### src/rtl/upsample_pkg.sv
// upsample_pkg: FSM encoding and counter-width helper shared by
// the upsample_nx block and its line buffer.
package upsample_pkg;

  typedef enum logic [1:0] {
    ST_IDLE   = 2'd0,
    ST_FILL   = 2'd1,
    ST_REPEAT = 2'd2,
    ST_DONE   = 2'd3
  } state_t;

  // Smallest width >= 1 that can index n entries.
  function automatic int clog2(input int n);
    int w;
    w = 1;
    for (int i = 1; i < 31; i++)
      if ((1 << i) < n) w = i + 1;
    return w;
  endfunction

endpackage

### src/rtl/up_line_buf.sv
// up_line_buf: simple dual-port row store, one write and one
// registered read port, storage left unreset so it maps to RAM.
module up_line_buf
  import upsample_pkg::*;
#(
  parameter int DATA_W = 64,
  parameter int DEPTH  = 26,
  parameter int AW     = clog2(DEPTH)
) (
  input  logic              i_clk,
  input  logic              i_wr_en,
  input  logic [AW-1:0]     i_wr_addr,
  input  logic [DATA_W-1:0] i_wr_data,
  input  logic              i_rd_en,
  input  logic [AW-1:0]     i_rd_addr,
  output logic [DATA_W-1:0] o_rd_data
);

  logic [DATA_W-1:0] r_mem [DEPTH];
  logic [DATA_W-1:0] r_rd_data;

  // Read data holds until the next read is issued.
  always_ff @(posedge i_clk) begin
    if (i_wr_en) r_mem[i_wr_addr] <= i_wr_data;
    if (i_rd_en) r_rd_data <= r_mem[i_rd_addr];
  end

  assign o_rd_data = r_rd_data;

endmodule

### src/rtl/upsample_nx.sv
// upsample_nx: nearest-neighbour SCALE x SCALE stream upsampler.
// Define UPSAMPLE_BYPASS_EN to enable the 1:1 cfg_bypass frame mode.
module upsample_nx
  import upsample_pkg::*;
#(
  parameter int DATA_W  = 64,
  parameter int COL_NUM = 26,
  parameter int ROW_NUM = 416,
  parameter int SCALE   = 2
) (
  input  logic              sclk,
  input  logic              s_rst,
  input  logic              start,
  input  logic              cfg_bypass,
  input  logic [DATA_W-1:0] s_tdata,
  input  logic              s_tvalid,
  output logic              s_tready,
  output logic [DATA_W-1:0] m_tdata,
  output logic              m_tvalid,
  input  logic              m_tready,
  output logic              m_tlast,
  output logic              busy,
  output logic              done
);

  localparam int COL_W = clog2(COL_NUM);
  localparam int ROW_W = clog2(ROW_NUM);
  localparam int SC_W  = clog2(SCALE);

  localparam logic [COL_W-1:0] COL_MAX = COL_W'(COL_NUM - 1);
  localparam logic [ROW_W-1:0] ROW_MAX = ROW_W'(ROW_NUM - 1);
  localparam logic [SC_W-1:0]  H_MAX   = SC_W'(SCALE - 1);
  localparam logic [SC_W-1:0]  V_MAX   =
    SC_W'((SCALE > 1) ? SCALE - 2 : 0);

  state_t r_state, w_next;

  logic [COL_W-1:0]  r_col;
  logic [SC_W-1:0]   r_hcp;
  logic [SC_W-1:0]   r_vcp;
  logic [ROW_W-1:0]  r_row;
  logic [DATA_W-1:0] r_hold;
  logic [DATA_W-1:0] r_mdata;
  logic              r_mvalid;
  logic              r_mlast;
  logic              r_done;

  logic              w_adv;
  logic              w_srdy;
  logic              w_in_hs;
  logic              w_emit;
  logic              w_hlast;
  logic              w_clast;
  logic              w_vlast;
  logic              w_rlast;
  logic              w_norep;
  logic              w_pass_end;
  logic              w_row_end;
  logic              w_final;
  logic              w_out_hs;
  logic              w_rd_en;
  logic [SC_W-1:0]   w_hmax;
  logic [COL_W-1:0]  w_rd_addr;
  logic [DATA_W-1:0] w_rd_data;
  logic [DATA_W-1:0] w_odata;

`ifdef UPSAMPLE_BYPASS_EN
  logic r_bypass;

  always_ff @(posedge sclk) begin
    if (s_rst)
      r_bypass <= 1'b0;
    else if (r_state == ST_IDLE && start)
      r_bypass <= cfg_bypass;
  end

  assign w_hmax  = r_bypass ? '0 : H_MAX;
  assign w_norep = r_bypass || (SCALE == 1);
`else
  logic w_unused;
  assign w_unused = cfg_bypass;
  assign w_hmax   = H_MAX;
  assign w_norep  = (SCALE == 1);
`endif

  assign w_adv    = !r_mvalid || m_tready;
  assign w_out_hs = r_mvalid && m_tready;
  assign w_hlast  = (r_hcp == w_hmax);
  assign w_clast  = (r_col == COL_MAX);
  assign w_vlast  = (r_vcp == V_MAX);
  assign w_rlast  = (r_row == ROW_MAX);
  assign w_in_hs  = s_tvalid && w_srdy;

  assign w_pass_end = w_emit && w_hlast && w_clast;
  assign w_final    = w_row_end && w_rlast;

  // Next column is fetched on its predecessor's last copy so
  // replay keeps one beat per cycle.
  assign w_rd_addr = w_clast ? '0 : r_col + 1'b1;

  always_ff @(posedge sclk) begin
    if (s_rst) r_state <= ST_IDLE;
    else       r_state <= w_next;
  end

  always_comb begin
    w_next = r_state;
    unique case (r_state)
      ST_IDLE:
        if (start) w_next = ST_FILL;
      ST_FILL:
        if (w_pass_end)
          w_next = !w_norep ? ST_REPEAT :
                   w_rlast  ? ST_DONE : ST_FILL;
      ST_REPEAT:
        if (w_row_end)
          w_next = w_rlast ? ST_DONE : ST_FILL;
      ST_DONE:
        if (w_out_hs && r_mlast) w_next = ST_IDLE;
      default:
        w_next = ST_IDLE;
    endcase
  end

  always_comb begin
    w_srdy    = 1'b0;
    w_emit    = 1'b0;
    w_odata   = r_hold;
    w_row_end = 1'b0;
    w_rd_en   = 1'b0;
    unique case (r_state)
      ST_FILL: begin
        w_srdy    = (r_hcp == '0) && w_adv;
        w_emit    = (r_hcp == '0) ? (s_tvalid && w_srdy) : w_adv;
        w_odata   = (r_hcp == '0) ? s_tdata : r_hold;
        w_row_end = w_pass_end && w_norep;
        w_rd_en   = w_pass_end && !w_norep;
      end
      ST_REPEAT: begin
        w_emit    = w_adv;
        w_odata   = w_rd_data;
        w_row_end = w_pass_end && w_vlast;
        w_rd_en   = w_emit && w_hlast;
      end
      default: ;
    endcase
  end

  always_ff @(posedge sclk) begin
    if (s_rst) begin
      r_hcp <= '0;
      r_col <= '0;
      r_vcp <= '0;
      r_row <= '0;
    end else if (w_emit) begin
      r_hcp <= w_hlast ? '0 : r_hcp + 1'b1;
      if (w_hlast)
        r_col <= w_clast ? '0 : r_col + 1'b1;
      if (w_pass_end && r_state == ST_REPEAT)
        r_vcp <= w_vlast ? '0 : r_vcp + 1'b1;
      if (w_row_end)
        r_row <= w_rlast ? '0 : r_row + 1'b1;
    end
  end

  always_ff @(posedge sclk) begin
    if (w_in_hs) r_hold <= s_tdata;
  end

  always_ff @(posedge sclk) begin
    if (s_rst) begin
      r_mvalid <= 1'b0;
      r_mlast  <= 1'b0;
      r_mdata  <= '0;
      r_done   <= 1'b0;
    end else begin
      r_done <= w_out_hs && r_mlast;
      if (w_adv) begin
        r_mvalid <= w_emit;
        r_mlast  <= w_emit && w_final;
        if (w_emit) r_mdata <= w_odata;
      end
    end
  end

  up_line_buf #(
    .DATA_W (DATA_W),
    .DEPTH  (COL_NUM),
    .AW     (COL_W)
  ) u_line_buf (
    .i_clk     (sclk),
    .i_wr_en   (w_in_hs),
    .i_wr_addr (r_col),
    .i_wr_data (s_tdata),
    .i_rd_en   (w_rd_en),
    .i_rd_addr (w_rd_addr),
    .o_rd_data (w_rd_data)
  );

  assign s_tready = w_srdy;
  assign m_tdata  = r_mdata;
  assign m_tvalid = r_mvalid;
  assign m_tlast  = r_mlast;
  assign busy     = (r_state != ST_IDLE);
  assign done     = r_done;

endmodule

### config.mk
export PLATFORM = sky130hd
export DESIGN_NAME = upsample_nx
export DESIGN_NICKNAME = d
export VERILOG_FILES = /design/src/rtl/upsample_pkg.sv /design/src/rtl/up_line_buf.sv /design/src/rtl/upsample_nx.sv
export SDC_FILE = /design/constraint.sdc
export NUM_CORES = 2
export LEC_CHECK = 0
export CAP_MARGIN = 20
export CORE_MARGIN = 2
export CORE_UTILIZATION = 29
export CTS_BUF_LIST = sky130_fd_sc_hd__clkbuf_8 sky130_fd_sc_hd__clkbuf_16
export DETAILED_ROUTE_END_ITERATION = 16
export GPL_TIMING_DRIVEN = 0
export PLACE_DENSITY = 0.41
export SLEW_MARGIN = 20
export SYNTH_ARGS = -nofsm -noshare
export SYNTH_HDL_FRONTEND = slang
export SYNTH_SLANG_ARGS = --single-unit
### constraint.sdc
create_clock -name sclk -period 10.1 [get_ports sclk]
set_input_delay 2.02 -clock sclk [delete_from_list [all_inputs] [get_ports sclk]]
set_output_delay 2.02 -clock sclk [all_outputs]
set_load 0.03 [all_outputs]
==> flow_summary.json <==
{
  "grt_pass1_vias": 51400,
  "ys_top_cells_by_count": "edfxtp_1 (1792), o2bb2ai_1 (384), nor2_1 (365), nand3_1 (330), clkbuf_1 (286)",
  "cts_tree": "built",
  "p_clk_share_pct": 40.5,
  "drv_slew": 0,
  "max_freq_ghz": 0.150,
  "p_sw_uw": 4670,
  "setup_tns_ns": 0,
  "dp_hpwl_um": 213000,
  "cts.sinks": 1876,
  "synth.top_cell.area_share_pct": 68.4,
  "final_cell_area_um2": 93600,
  "path_max_fanout": 11,
  "hold-path-cell-count": 2,
  "synth_cells": 5359,
  "initial_core_util_pct": 29.1,
  "nFillCells": 26000,
  "grt-ovfl-total": 0,
  "pwr-share-seq_pct": 48.9,
  "p_int_uw": 13300,
  "grt_antenna_before_repair": 26,
  "viasPerCell": 5.38,
  "drive_gt1_share_pct": 16.5,
  "cp_data_arrival_time_ns": 7.21,
  "post-route-period-util_pct": 65.9,
  "rsz0062_at_grt": "false",
  "track_usage_pct": 21.1,
  "crit_type": "flop to flop",
  "fp.dieH_um": 525,
  "slew_headroom_pct": 24.1,
  "yosysSeqAreaShare_pct": 70.5,
  "synthFlopType": "edfxtp_1",
  "cts_resized": 0,
  "ys_ff_latch": 1876,
  "cts_buffers": 209,
  "cap_violations": 0,
  "synthToLayoutAreaGrowth_pct": 18.9,
  "reg2reg_depth": 12,
  "die_x_um": 525,
  "synth-edff-count": 1792,
  "vias": 51500,
  "sw_frac_of_total_pct": 26.0,
  "clk_latency_ns": 0.89,
  "multi_input_area_um2": 21000,
  "period_needed_ns": 6.65,
  "syn-cell-area_um2": 78700,
  "wl_um": 297000,
  "drc": 0,
  "first_iter_violations": 4820,
  "synthMostInstantiatedCell": "edfxtp_1",
  "dieArea_um2": 276000,
  "grt_max_degree": 36,
  "synth_area_leader_cell": "edfxtp_1",
  "port_buffers": 136,
  "yosysWarnings": 0,
  "crit_path_start_kind": "flop",
  "cts.hold.buffers_added": 0,
  "syn_area_per_cell_um2": 14.7,
  "htreeDepth": 4,
  "ys_top_cells_by_area": "edfxtp_1 (68%), o2bb2ai_1 (4.3%), mux2_2 (3.7%)",
  "clock-root-buffer": "clkbuf_16",
  "core.rowCount": 191,
  "nNetsFinal": 5896,
  "drt_pre_antenna_iters": 7,
  "boundaryPins": 139,
  "fp.coreArea_um2": 270000,
  "p_comb_share_pct": 10.6,
  "end_kind": "flop",
  "cts.path.max_buffers": 3,
  "cts_setup_buffers": 0,
  "skew_ns": 0.0345,
  "syn_nets": 5438,
  "dpl_cell_area_um2": 87200,
  "seq_area_um2": 55500,
  "hold_viol_final": 0,
  "async_flop_share_pct": 0,
  "ant_nets": 0,
  "power_density_nw_per_um2": 192,
  "status": "complete, no violations",
  "worstPathRequired_ns": 10.66,
  "setup_viol": 0,
  "p_leak_uw": 0.0288,
  "wl_per_cell_um": 31.0,
  "clk_pin_slew_ns": 0.06,
  "tightestPinTransition_ns": 1.14,
  "place.gp.congestion": 0.803,
  "min_path_type": "flop to flop",
  "ir_worst_vdd_mv": 0.154,
  "grt_pass1_wl_um": 412000,
  "yosys.cell_types.count": 63
}
[worst paths after layout]
check	startpoint	end	slack (ns)
max reg2reg	r_col[0]	u_line_buf.o_rd_data[19]	3.45
max	r_col[0]	u_line_buf.o_rd_data[19]	3.45
min reg2reg	m_tdata[47]	m_tdata[47]	0.48
min	m_tdata[47]	m_tdata[47]	0.48
[power by group through the flow]
stage / Sequential [µW] / Clock (µW) / Combinational, µW
after floorplan: 9080 / 0 / 749
after global placement: 8980 / 0 / 1840
after detailed placement: 8950 / 0 / 1930
after CTS: 8790 / 7430 / 1940
after global routing: 8790 / 7710 / 2020
final: 8780 / 7270 / 1900
[critical path: stages (launching register included)]
cell and delay (ns):
dfxtp_1 0.39, buf_2 0.85, clkinv_2 0.64, buf_2 0.63, buf_1 0.56, ha_1 0.45, buf_2 0.20, inv_1 0.24
clkbuf_1 0.76, clkbuf_1 0.50, o31ai_1 0.21, o211ai_1 0.52, a32oi_1 0.25
[per-layer routing]
metal | vias to the layer above | wire length [µm] | share of wire [%] | global-route usage [%]
met5 | - | 24 | 0.0081 | 0
met2 | 1674 | 141000 | 47 | 34.2
li1 | 22600 | - | - | -
met4 | 4 | 10200 | 3.4 | 7.76
met3 | 378 | 16600 | 5.6 | 3.36
met1 | 26800 | 130000 | 44 | 28.2
[per-stage QoR]
stage	hold slack (ns)	utilization (%)	std cells	worst slack, ns	total power (µW)
after floorplan	0.476	-	5359	1.72	9830
after global placement	0.475	31.3	9065	-6.73	10800
after detailed placement	0.477	32.3	9175	3.41	10900
after CTS	0.491	34.7	9560	3.37	18200
after global routing	0.514	34.6	9566	3.29	18500
final	0.483	34.6	9580	3.45	17900
[sequential cells by signal (all words and copies together) (netlist names)]
register and flops:
r_col 5, r_row 9, u_line_buf.o_rd_data 64, r_hold 64, u_line_buf.r_mem 1664, m_tlast 1, r_hcp 1, r_state 2
m_tvalid 1, m_tdata 64, done 1
[layout by cell type, fill, tap and decap left out, drive strengths merged, types with 9 or more instances in the layout]
master / n
a211oi: 193
a21oi: 199
a221oi: 64
a31oi: 66
a32oi: 256
buf: 374
bufinv: 9
clkbuf: 502
clkdlybuf4s50: 91
clkinv: 87
dfxtp: 84
diode: 19
edfxtp: 1792
ha: 9
inv: 78
mux2: 257
mux2i: 129
nand2: 208
nand3: 330
nor2: 366
o211ai: 194
o21ai: 194
o2bb2ai: 384
o31ai: 64
xnor2: 9
[logic make-up after synthesis]
| group | share of synthesized area (%) |
|---|---|
| AOI/OAI and AO/OA | 15.6 |
| and+or+nand+nor | 5.17 |
| muxes | 5.32 |
| buffers and inverters | 3.14 |
| DFF | 70.5 |
| xor gates and xnor gates | 0.141 |
| adders and majority gates | 0.143 |
[layout make-up]
cell class,count,share of cell area (%)
diodes,19,0.0508
plain buffers,505,2.64
clock buffers,215,5.69
clock inverters,170,1.20
inverters,8,0.0334
multi-input cells,2970,22.4
flip-flops and latches,1876,59.3
well taps,3570,4.77
repair buffers,247,3.89
Power figures use the tool's default switching activity.
